===== config.mk =====
export PLATFORM = sky130hd
export DESIGN_NAME = latch_scheduler
export DESIGN_NICKNAME = d
export VERILOG_FILES = /design/src/rtl/voxel_pkg.sv /design/src/rtl/sync_edge.sv /design/src/rtl/latch_scheduler.sv
export SDC_FILE = /design/constraint.sdc
export NUM_CORES = 1
export LEC_CHECK = 0
export CAP_MARGIN = 30
export CORE_ASPECT_RATIO = 1.5
export CORE_MARGIN = 4
export CORE_UTILIZATION = 49
export DETAILED_ROUTE_END_ITERATION = 7
export HOLD_SLACK_MARGIN = 0.08
export MAX_ROUTING_LAYER = met4
export PLACE_DENSITY = 0.73
export SYNTH_ARGS = -nofsm -noshare
export SYNTH_HDL_FRONTEND = slang
export SYNTH_SLANG_ARGS = --single-unit

===== constraint.sdc =====
create_clock -name clk -period 2.42 [get_ports clk]
set_input_delay 0.484 -clock clk [delete_from_list [all_inputs] [get_ports clk]]
set_output_delay 0.484 -clock clk [all_outputs]
set_load 0.05 [all_outputs]

===== src/rtl/voxel_pkg.sv =====
// Shared voxel-display definitions: scheduler states, latch-select encoding
// and the default encoder resolution.
package voxel_pkg;

  localparam int NUM_SLICES_DEFAULT = 360;

  localparam logic LATCH_SEL_CTRL = 1'b1;
  localparam logic LATCH_SEL_GS   = 1'b0;

  typedef enum logic [2:0] {
    INIT_CTRL  = 3'd0,
    INIT_WAIT  = 3'd1,
    IDLE       = 3'd2,
    GS_ISSUE   = 3'd3,
    GS_WAIT    = 3'd4,
    CTRL_ISSUE = 3'd5,
    CTRL_WAIT  = 3'd6
  } sched_state_t;

endpackage


===== src/rtl/sync_edge.sv =====
// Two-flop synchroniser followed by a registered rising-edge detector;
// the one-cycle pulse appears three clocks after the asynchronous edge.
module sync_edge (
  input  logic clk,
  input  logic reset,
  input  logic async_in,
  output logic rise
);

  logic [1:0] sync_q;
  logic       hist_q;

  // NOTE: every flop here uses <= so all stages sample the pre-edge values;
  // blocking assignments would collapse the chain into a single stage.
  always_ff @(posedge clk or posedge reset) begin
    if (reset) begin
      sync_q <= '0;
      hist_q <= 1'b0;
      rise   <= 1'b0;
    end else begin
      sync_q <= {sync_q[0], async_in};
      hist_q <= sync_q[1];
      rise   <= sync_q[1] & ~hist_q;
    end
  end

endmodule


===== src/rtl/latch_scheduler.sv =====
// Decides when the shift engine reloads the control or grayscale latch,
// tracking the encoder slice and flagging slices that were never displayed.
module latch_scheduler
  import voxel_pkg::*;
#(
  parameter int NUM_SLICES = NUM_SLICES_DEFAULT,
  parameter int SW         = $clog2(NUM_SLICES)
) (
  input  logic          clk,
  input  logic          reset,
  input  logic          enc_tick,
  input  logic          enc_home,
  input  logic          ctrl_req,
  input  logic          shift_busy,
  input  logic          shift_done,
  output logic          shift_start,
  output logic          shift_sel,
  output logic [SW-1:0] gs_slice,
  output logic          overrun,
  input  logic          overrun_clr,
  output logic [2:0]    sched_state
);

  logic          tick_ev;
  logic          home_ev;
  logic [SW-1:0] cur_slice;
  logic          ctrl_pend;
  logic          gs_pend;
  logic          issue_fire;
  logic          issue_sel;
  logic          gs_issue;
  logic          ctrl_issue;

  sched_state_t state_q;
  sched_state_t state_d;

  sync_edge u_tick_sync (
    .clk      (clk),
    .reset    (reset),
    .async_in (enc_tick),
    .rise     (tick_ev)
  );

  sync_edge u_home_sync (
    .clk      (clk),
    .reset    (reset),
    .async_in (enc_home),
    .rise     (home_ev)
  );

  assign gs_issue    = issue_fire && (issue_sel == LATCH_SEL_GS);
  assign ctrl_issue  = issue_fire && (issue_sel == LATCH_SEL_CTRL);
  assign sched_state = state_q;

  always_ff @(posedge clk or posedge reset) begin
    if (reset) begin
      cur_slice <= '0;
    end else if (home_ev) begin
      cur_slice <= '0;
    end else if (tick_ev) begin
      cur_slice <= (cur_slice == SW'(NUM_SLICES - 1)) ? '0 : cur_slice + SW'(1);
    end
  end

  // New requests win over a same-cycle issue so nothing arriving mid-issue is lost.
  always_ff @(posedge clk or posedge reset) begin
    if (reset) begin
      gs_pend   <= 1'b0;
      ctrl_pend <= 1'b0;
      overrun   <= 1'b0;
    end else begin
      if (tick_ev || home_ev) gs_pend <= 1'b1;
      else if (gs_issue)      gs_pend <= 1'b0;

      if (ctrl_req)        ctrl_pend <= 1'b1;
      else if (ctrl_issue) ctrl_pend <= 1'b0;

      if (tick_ev && gs_pend) overrun <= 1'b1;
      else if (overrun_clr)   overrun <= 1'b0;
    end
  end

  always_ff @(posedge clk or posedge reset) begin
    if (reset) state_q <= INIT_CTRL;
    else       state_q <= state_d;
  end

  // NOTE: the default assignment before the case keeps every path assigned,
  // so no latch is inferred for state_d.
  always_comb begin
    state_d = state_q;
    unique case (state_q)
      INIT_CTRL:  state_d = INIT_WAIT;
      INIT_WAIT:  if (shift_done) state_d = IDLE;
      IDLE: begin
        if (gs_pend)        state_d = GS_ISSUE;
        else if (ctrl_pend) state_d = CTRL_ISSUE;
      end
      GS_ISSUE:   if (!shift_busy) state_d = GS_WAIT;
      GS_WAIT:    if (shift_done) state_d = IDLE;
      CTRL_ISSUE: if (!shift_busy) state_d = CTRL_WAIT;
      CTRL_WAIT:  if (shift_done) state_d = IDLE;
      default:    state_d = INIT_CTRL;
    endcase
  end

  // The initial control load goes out unconditionally: after reset the engine
  // is assumed restarted too, so shift_busy is not trusted there.
  always_comb begin
    issue_fire = 1'b0;
    issue_sel  = LATCH_SEL_CTRL;
    unique case (state_q)
      INIT_CTRL: begin
        issue_fire = 1'b1;
        issue_sel  = LATCH_SEL_CTRL;
      end
      GS_ISSUE: begin
        issue_fire = !shift_busy;
        issue_sel  = LATCH_SEL_GS;
      end
      CTRL_ISSUE: begin
        issue_fire = !shift_busy;
        issue_sel  = LATCH_SEL_CTRL;
      end
      default: begin
        issue_fire = 1'b0;
        issue_sel  = LATCH_SEL_CTRL;
      end
    endcase
  end

  // Command outputs are registered; shift_sel and gs_slice hold until the next issue.
  always_ff @(posedge clk or posedge reset) begin
    if (reset) begin
      shift_start <= 1'b0;
      shift_sel   <= LATCH_SEL_CTRL;
      gs_slice    <= '0;
    end else begin
      shift_start <= issue_fire;
      if (issue_fire) shift_sel <= issue_sel;
      if (gs_issue)   gs_slice  <= cur_slice;
    end
  end

endmodule


==> run metrics, run 1 <==
ant diodes 0; crit path max-delay cell type clkdlybuf4s50_1; full die area 0.00398 sq mm; DR pass1 iterations 3; Post-CTS Setup Inserts 0; Tmin final 2.19 ns; clock slew at the register clock pins of the worst setup and hold paths roughly 0.06 ns; CP cell instances clkdlybuf4s50_1; setup TNS 0 ns; commonest non-fill, non-tap cell in the layout dfrtp_1; vias in the first global route 1,037; DRC 0; Pwr per Cell Area slightly below 1000 mW/mm^2; cell leakage power 0.806 nW; antenna violations before repair 0; worst skew pair latency 0.28 ns; fmax 457 MHz; DR WL/cell 14.1 um; total wire length 2.66 mm; Starting DRT DRC Count 19; CTS Buffer Depth 2; Slew @ Worst Pin 0.503 ns; Num CTS Buffers 5; core area between 0.002 and 0.003 sq mm; final max-slew violation count 0; Worst Path Arrival 1.71 ns; area of the mapped netlist 0.00148 sq mm; Slew HR roughly two thirds; Post-Syn Nets 134; Startpoint Class flop; GRT overflow 0; Syn Inst Count 125; number of max-cap violations 0; status finished, final reports clean; #FFs+latches synth 34; CP required 1.94 ns; Root Driver clkbuf_8; Final Hold Vio Count 0; Yosys cell types 39; Tot Pwr between 1.5 and 2 mW; synthesis-to-finish area growth 22.8%; Worst Path Buf+Inv 1; Max Fanout on Critical Path 11; global-route wire length before repair between 4 and 5 mm; Setup CP Type flop to output port; synth warn 0; Resized Gates After CTS 0; clock skew between 0.004 and 0.005 ns; chip height 75.3 um; vias after detailed routing around 1,000; PortBufs 22; final net count 158; maximum vdd drop 0.000655 V; Critical Path End Type output port; final cycle utilization of the critical path 90.5%; Initial Util approximately half; Post-Syn Area per Cell 11.8 sq um; sequential share of the synthesized area between 50% and 60%; Clock Sinks 34; CP peak stage delay ~0.88 ns; critical path's top delay family buffers and inverters; Core Rows 24; Die W 52.9 um; CTS tree yes; hold crit path type flop to flop; # fillers 252; commonest non-fill, non-tap cells in the layout 33 x dfrtp_1, 22 x clkdlybuf4s50_1, 10 x mux2_2; share of layout cells above drive strength 1 18.0%; largest net degree at the start of global routing 35; RSZ-0062 raised after global routing no; endpoints failing setup 0; post-route antenna net violation count 0; CTS H-tree lvls 2; IO Count 23; gp weighted congestion roughly 0.8; vias per cell 5.38; CTS Hold Bufs 0; gr usage total 16.7%
==> synth_stat cells <==
master / instances / area (sq um)
nor4bb_1: 1 / 10.0
nor3b_1: 2 / 15.0
o2111ai_1: 1 / 8.76
dfstp_2: 1 / 26.3
nor2b_1: 5 / 31.3
nor2_1: 7 / 26.3
nand2b_1: 4 / 25.0
o2111ai_2: 1 / 15.0
o21ai_0: 8 / 40.0
nor4b_1: 1 / 8.76
buf_2: 2 / 10.0
or2_2: 1 / 6.26
or3_1: 3 / 18.8
a211o_1: 1 / 8.76
buf_4: 2 / 15.0
a31o_2: 1 / 8.76
o31ai_1: 1 / 7.51
a22o_1: 1 / 8.76
and2_1: 1 / 6.26
mux2_2: 10 / 113
mux2i_1: 2 / 20.0
a21oi_2: 1 / 8.76
a21o_1: 1 / 7.51
clkbuf_1: 2 / 7.51
and2_2: 1 / 7.51
dfrtp_1: 33 / 826
nand3_1: 3 / 15.0
or4_4: 1 / 11.3
nand2_1: 3 / 11.3
a41oi_1: 1 / 8.76
inv_1: 6 / 22.5
a41o_1: 1 / 10.0
o211ai_2: 1 / 12.5
clkbuf_2: 1 / 5.00
a21oi_1: 7 / 35.0
ha_1: 1 / 12.5
nand4_1: 1 / 6.26
o211ai_1: 1 / 7.51
xor2_1: 4 / 35.0
==> cell families after synthesis <==
logic type	synth area share [%]
flip-flops	57.6
multiplexers	8.97
adder cells (fa/ha/maj)	0.846
AND/OR/NAND/NOR	13.5
XOR/XNOR	2.37
AO/OA/AOI/OAI	12.7
buffers and inverters	4.06
==> routing by layer <==
metal | GRT usage (%) | wire length [um] | vias up
met2 | 27.6 | 1430 | 22
met1 | 18.3 | 1070 | 500
met4 | 7.67 | 65 | 0
met3 | 4.75 | 103 | 7
met5 | - | 0 | -
li1 | - | - | 488
==> flip-flops by register name, summed over array words and instances (netlist names) <==
register	cells
u_tick_sync.hist_q	1
sched_state	3
u_home_sync.sync_q	2
shift_start	1
u_tick_sync.rise	1
gs_slice	9
gs_pend	1
cur_slice	9
ctrl_pend	1
u_home_sync.hist_q	1
overrun	1
shift_sel	1
u_home_sync.rise	1
u_tick_sync.sync_q	2
==> cell type report <==
cell class / count / area (sq um) / area share [%]
Sequential cell: 34 / 852 / 46.9
Multi-Input combinational cell: 78 / 567 / 31.2
Timing Repair Buffer: 24 / 235 / 12.9
Clock buffer: 7 / 86.3 / 4.75
Tap cell: 39 / 48.8 / 2.69
Inverter: 6 / 22.5 / 1.24
Clock inverter: 1 / 5.00 / 0.275
==> through the flow <==
stage | instances | hold slack (ns) | area (sq um) | setup slack (ns) | utilization, %
after floorplan | 125 | 0.331 | 1480 | 0.666 | -
after global placement | 181 | 0.334 | 1730 | 0.527 | 59.2
after detailed placement | 181 | 0.339 | 1730 | 0.481 | 59.2
after CTS | 189 | 0.353 | 1820 | 0.207 | 62.4
after global routing | 189 | 0.371 | 1820 | 0.168 | 62.4
final | 189 | 0.351 | 1820 | 0.231 | 62.4
==> worst paths after layout <==
| kind | start | to | slack (ns) | depth (start not counted) |
|---|---|---|---|---|
| setup / recovery | sched_state[1] | sched_state[1] | 0.23 | 1 |
| max in group asynchronous | reset | shift_sel | 1.51 | 3 |
| setup reg to reg | cur_slice[0] | cur_slice[8] | 0.86 | 4 |
| min in group asynchronous | reset | ctrl_pend | 0.59 | 3 |
| hold / removal | u_home_sync.sync_q[0] | u_home_sync.sync_q[1] | 0.35 | 0 |
| hold reg to reg | u_home_sync.sync_q[0] | u_home_sync.sync_q[1] | 0.35 | 0 |
==> power breakdown <==
group / internal, mW / switching [mW] / total (mW) / leakage (nW)
clock network: 0.229 / 0.186 / 0.415 / 0.0482
registers: 0.656 / 0.108 / 0.765 / 0.435
logic: 0.243 / 0.346 / 0.589 / 0.323
total: 1.13 / 0.640 / 1.77 / 0.806
Power figures use the tool's default switching activity.
==> run 2, diff against run 1 <==
Settings changed: ABC_AREA from default to 1, PLACE_DENSITY 0.73 to 0.72, SKIP_CTS_REPAIR_TIMING from default to 1.
==> run 2 against run 1 <==
  * Critical path depth is the same
  * Critical path type unchanged
  * Via count grew 20%
  * Largest power group unchanged
  * Clock skew increased by 0.0011 ns
  * Die area is 5.0% higher
  * Non-clock buffer count decreased by 1
  * First-iteration DRC count rose to 2.7 times the previous value
  * Critical endpoint is now sched_state[0]
==> run metrics, run 2 <==
DR pass1 iterations 5 (+2); sw frac 40.0% (+3.8 points); Core Rows 24 (unchanged); hpwl dp 2.31 mm; Startpoint Class flop; CP cell instances clkdlybuf4s50_1; Clk pwr share 23.8% (+0.3 points); commonest cells in the netlist 48 x nand2_1, 33 x dfrtp_1, 22 x inv_1; Synth top area share 52.8% (-3.0 points); DRC 0 (unchanged); number of max-cap violations 0 (unchanged); synthesis-to-finish area growth 22.8% (about the same); share of layout cells above drive strength 1 14.1% (-3.9 points); NetSw 0.794 mW (+24%); vias per cell 4.98 (-7.5%); ant diodes 0 (unchanged); #FFs+latches synth 34 (unchanged); RSZ-0062 raised after global routing no; M1 WL 1.14 mm (+6.2%); total wire length 3.00 mm (+13%); area of the mapped netlist 0.00156 sq mm (+5.8%); final max-slew violation count 0 (unchanged); Post-synth EDFFs 0 (unchanged); CP Launch Point sched_state[0]; Slew @ Worst Pin 0.502 ns (-0.000784 ns); synth warn 0 (unchanged); Post-Syn Area per Cell 8.79 sq um (-26%); status finished, final reports clean; chip height 77.2 um (+2.5%); Max Fanout on Critical Path 9 (-2); CP required 1.94 ns (about the same); largest net degree at the start of global routing 35 (unchanged); Starting DRT DRC Count 52 (+33); final net count 214 (+35%); Final Hold Vio Count 0 (unchanged); GRT overflow 0 (unchanged); global-route wire length before repair 5.23 mm (+13%); CTS H-tree lvls 2 (unchanged); Worst Path Buf+Inv 1 (unchanged); worst skew pair latency 0.28 ns (about the same); smallest hold slack 0.355 ns (+0.00446 ns); Top Layer Used met4; antenna violations before repair 0 (unchanged); endpoints failing setup 0 (unchanged); area leader, netlist dfrtp_1; commonest non-fill, non-tap cell in the layout nand2_1; top_reg_cell synth dfrtp_1; WL met2 1.68 mm (+18%); commonest non-fill, non-tap cells in the layout 48 x nand2_1, 33 x dfrtp_1, 22 x inv_1, 22 x clkdlybuf4s50_1, 16 x nor2_1; DR WL/cell 12.3 um (-13%); Die W 54.1 um (+2.4%); part of the power in combinational logic 37.6% (+4.3 points); clock skew 0.00542 ns (+0.00106 ns); Post-Syn Nets 187 (+40%); vias after detailed routing 1,219 (+20%); sequential share of power 38.6% (-4.6 points); gr usage total 17.7% (+1.0 points); hold_sp u_home_sync.sync_q[0]; core area 0.00297 sq mm (+2.1%); most frequent cell after synthesis nand2_1; Int Pwr 1.19 mW (+5.5%); Root Driver clkbuf_8; ranking of synthesized cells by area dfrtp_1 53%, nand2_1 12%, inv_1 5.3%; Tmin final 2.20 ns (+0.0134 ns); critical path's top delay family buffers and inverters; Worst Path Arrival 1.72 ns (about the same); Slew HR 66.4% (about the same); clock slew at the register clock pins of the worst setup and hold paths 0.06 ns (about the same); RR Startpoint cur_slice[1]; crit path max-delay cell type clkdlybuf4s50_1; post-route antenna net violation count 0 (unchanged); Async SR Flop Fraction 100% (unchanged); maximum vdd drop 0.000630 V (-3.7%); fmax 454 MHz (-0.61%); sequential share of the synthesized area 54.5% (-3.1 points); final cycle utilization of the critical path 91.0% (+0.56 points); vias in the first global route 1,252 (+21%); Yosys cell types 24 (-38%); Syn Inst Count 178 (+42%); Pwr per Cell Area 1030 mW/mm^2 (+6.1%); met3 WL 125 um (+21%); CP peak stage delay 0.87 ns (about the same); Clock Sinks 34 (unchanged); full die area 0.00418 sq mm (+5.0%); cell leakage power 0.904 nW (+12%); hold crit path type flop to flop; IO Count 23 (unchanged); gp weighted congestion 0.828 (+1.2%); Num CTS Buffers 5 (unchanged); CTS Buffer Depth 2 (unchanged); Critical Path End Type output port; PortBufs 22 (unchanged); CTS tree yes; Setup CP Type flop to output port; Initial Util 52.6% (+1.8 points); setup TNS 0 ns (unchanged)
run 2: area by class of cell:
class | instances | area [sq um]
Multi-Input combinational cell | 116 | 588
Fill cell | 238 | 1050
Tap cell | 39 | 48.8
Timing Repair Buffer | 23 | 228
Sequential cell | 34 | 852
Inverter | 25 | 93.8
Clock buffer | 8 | 110
run 2: kinds of logic (layout without fill, tap and decap cells):
logic type	Yosys count	in the layout	share of synthesized area (%)
AND/OR/NAND/NOR	97	97	29.5
flip-flops	34	34	54.5
buffers and inverters	28	56	7.92
AO/OA/AOI/OAI	16	16	6.16
XOR/XNOR	2	2	1.12
adder cells (fa/ha/maj)	1	1	0.800
run 2: worst paths after layout:
| kind | depth (start not counted) | slack, ns | to |
|---|---|---|---|
| max | 1 | 0.22 | sched_state[0] |
| min | 0 | 0.36 | u_home_sync.sync_q[1] |
| max reg2reg | 6 | 1.08 | cur_slice[6] |
| min reg2reg | 0 | 0.36 | u_home_sync.sync_q[1] |
| max in group asynchronous | 3 | 1.51 | shift_sel |
| min in group asynchronous | 3 | 0.59 | ctrl_pend |
run 2: power groups by stage:
stage | Combinational [mW] | Clock (mW) | Sequential (mW)
floorplan | 0.390 | 0 | 0.946
global placement | 0.730 | 0 | 0.763
detailed placement | 0.751 | 0 | 0.774
CTS | 0.752 | 0.485 | 0.764
global route | 0.819 | 0.510 | 0.780
finish | 0.745 | 0.473 | 0.766
run 2: metrics by stage:
| step | cells | power (mW) | util, % | area, sq um | worst slack, ns |
|---|---|---|---|---|---|
| floorplan | 178 | 1.34 | - | 1560 | 1.01 |
| CTS | 245 | 2.00 | 64.6 | 1920 | 0.219 |
| global route | 245 | 2.11 | 64.6 | 1920 | 0.154 |
| detailed placement | 237 | 1.52 | 60.9 | 1810 | 0.534 |
| finish | 245 | 1.98 | 64.6 | 1920 | 0.218 |
| global placement | 237 | 1.49 | 60.9 | 1810 | 0.570 |
run 2: routing by layer:
| layer | up-vias | global-route usage [%] |
|---|---|---|
| met2 | 26 | 30.3 |
| met5 | - | - |
| met1 | 573 | 17.1 |
| met4 | 0 | 8.73 |
| li1 | 614 | - |
| met3 | 6 | 5.23 |
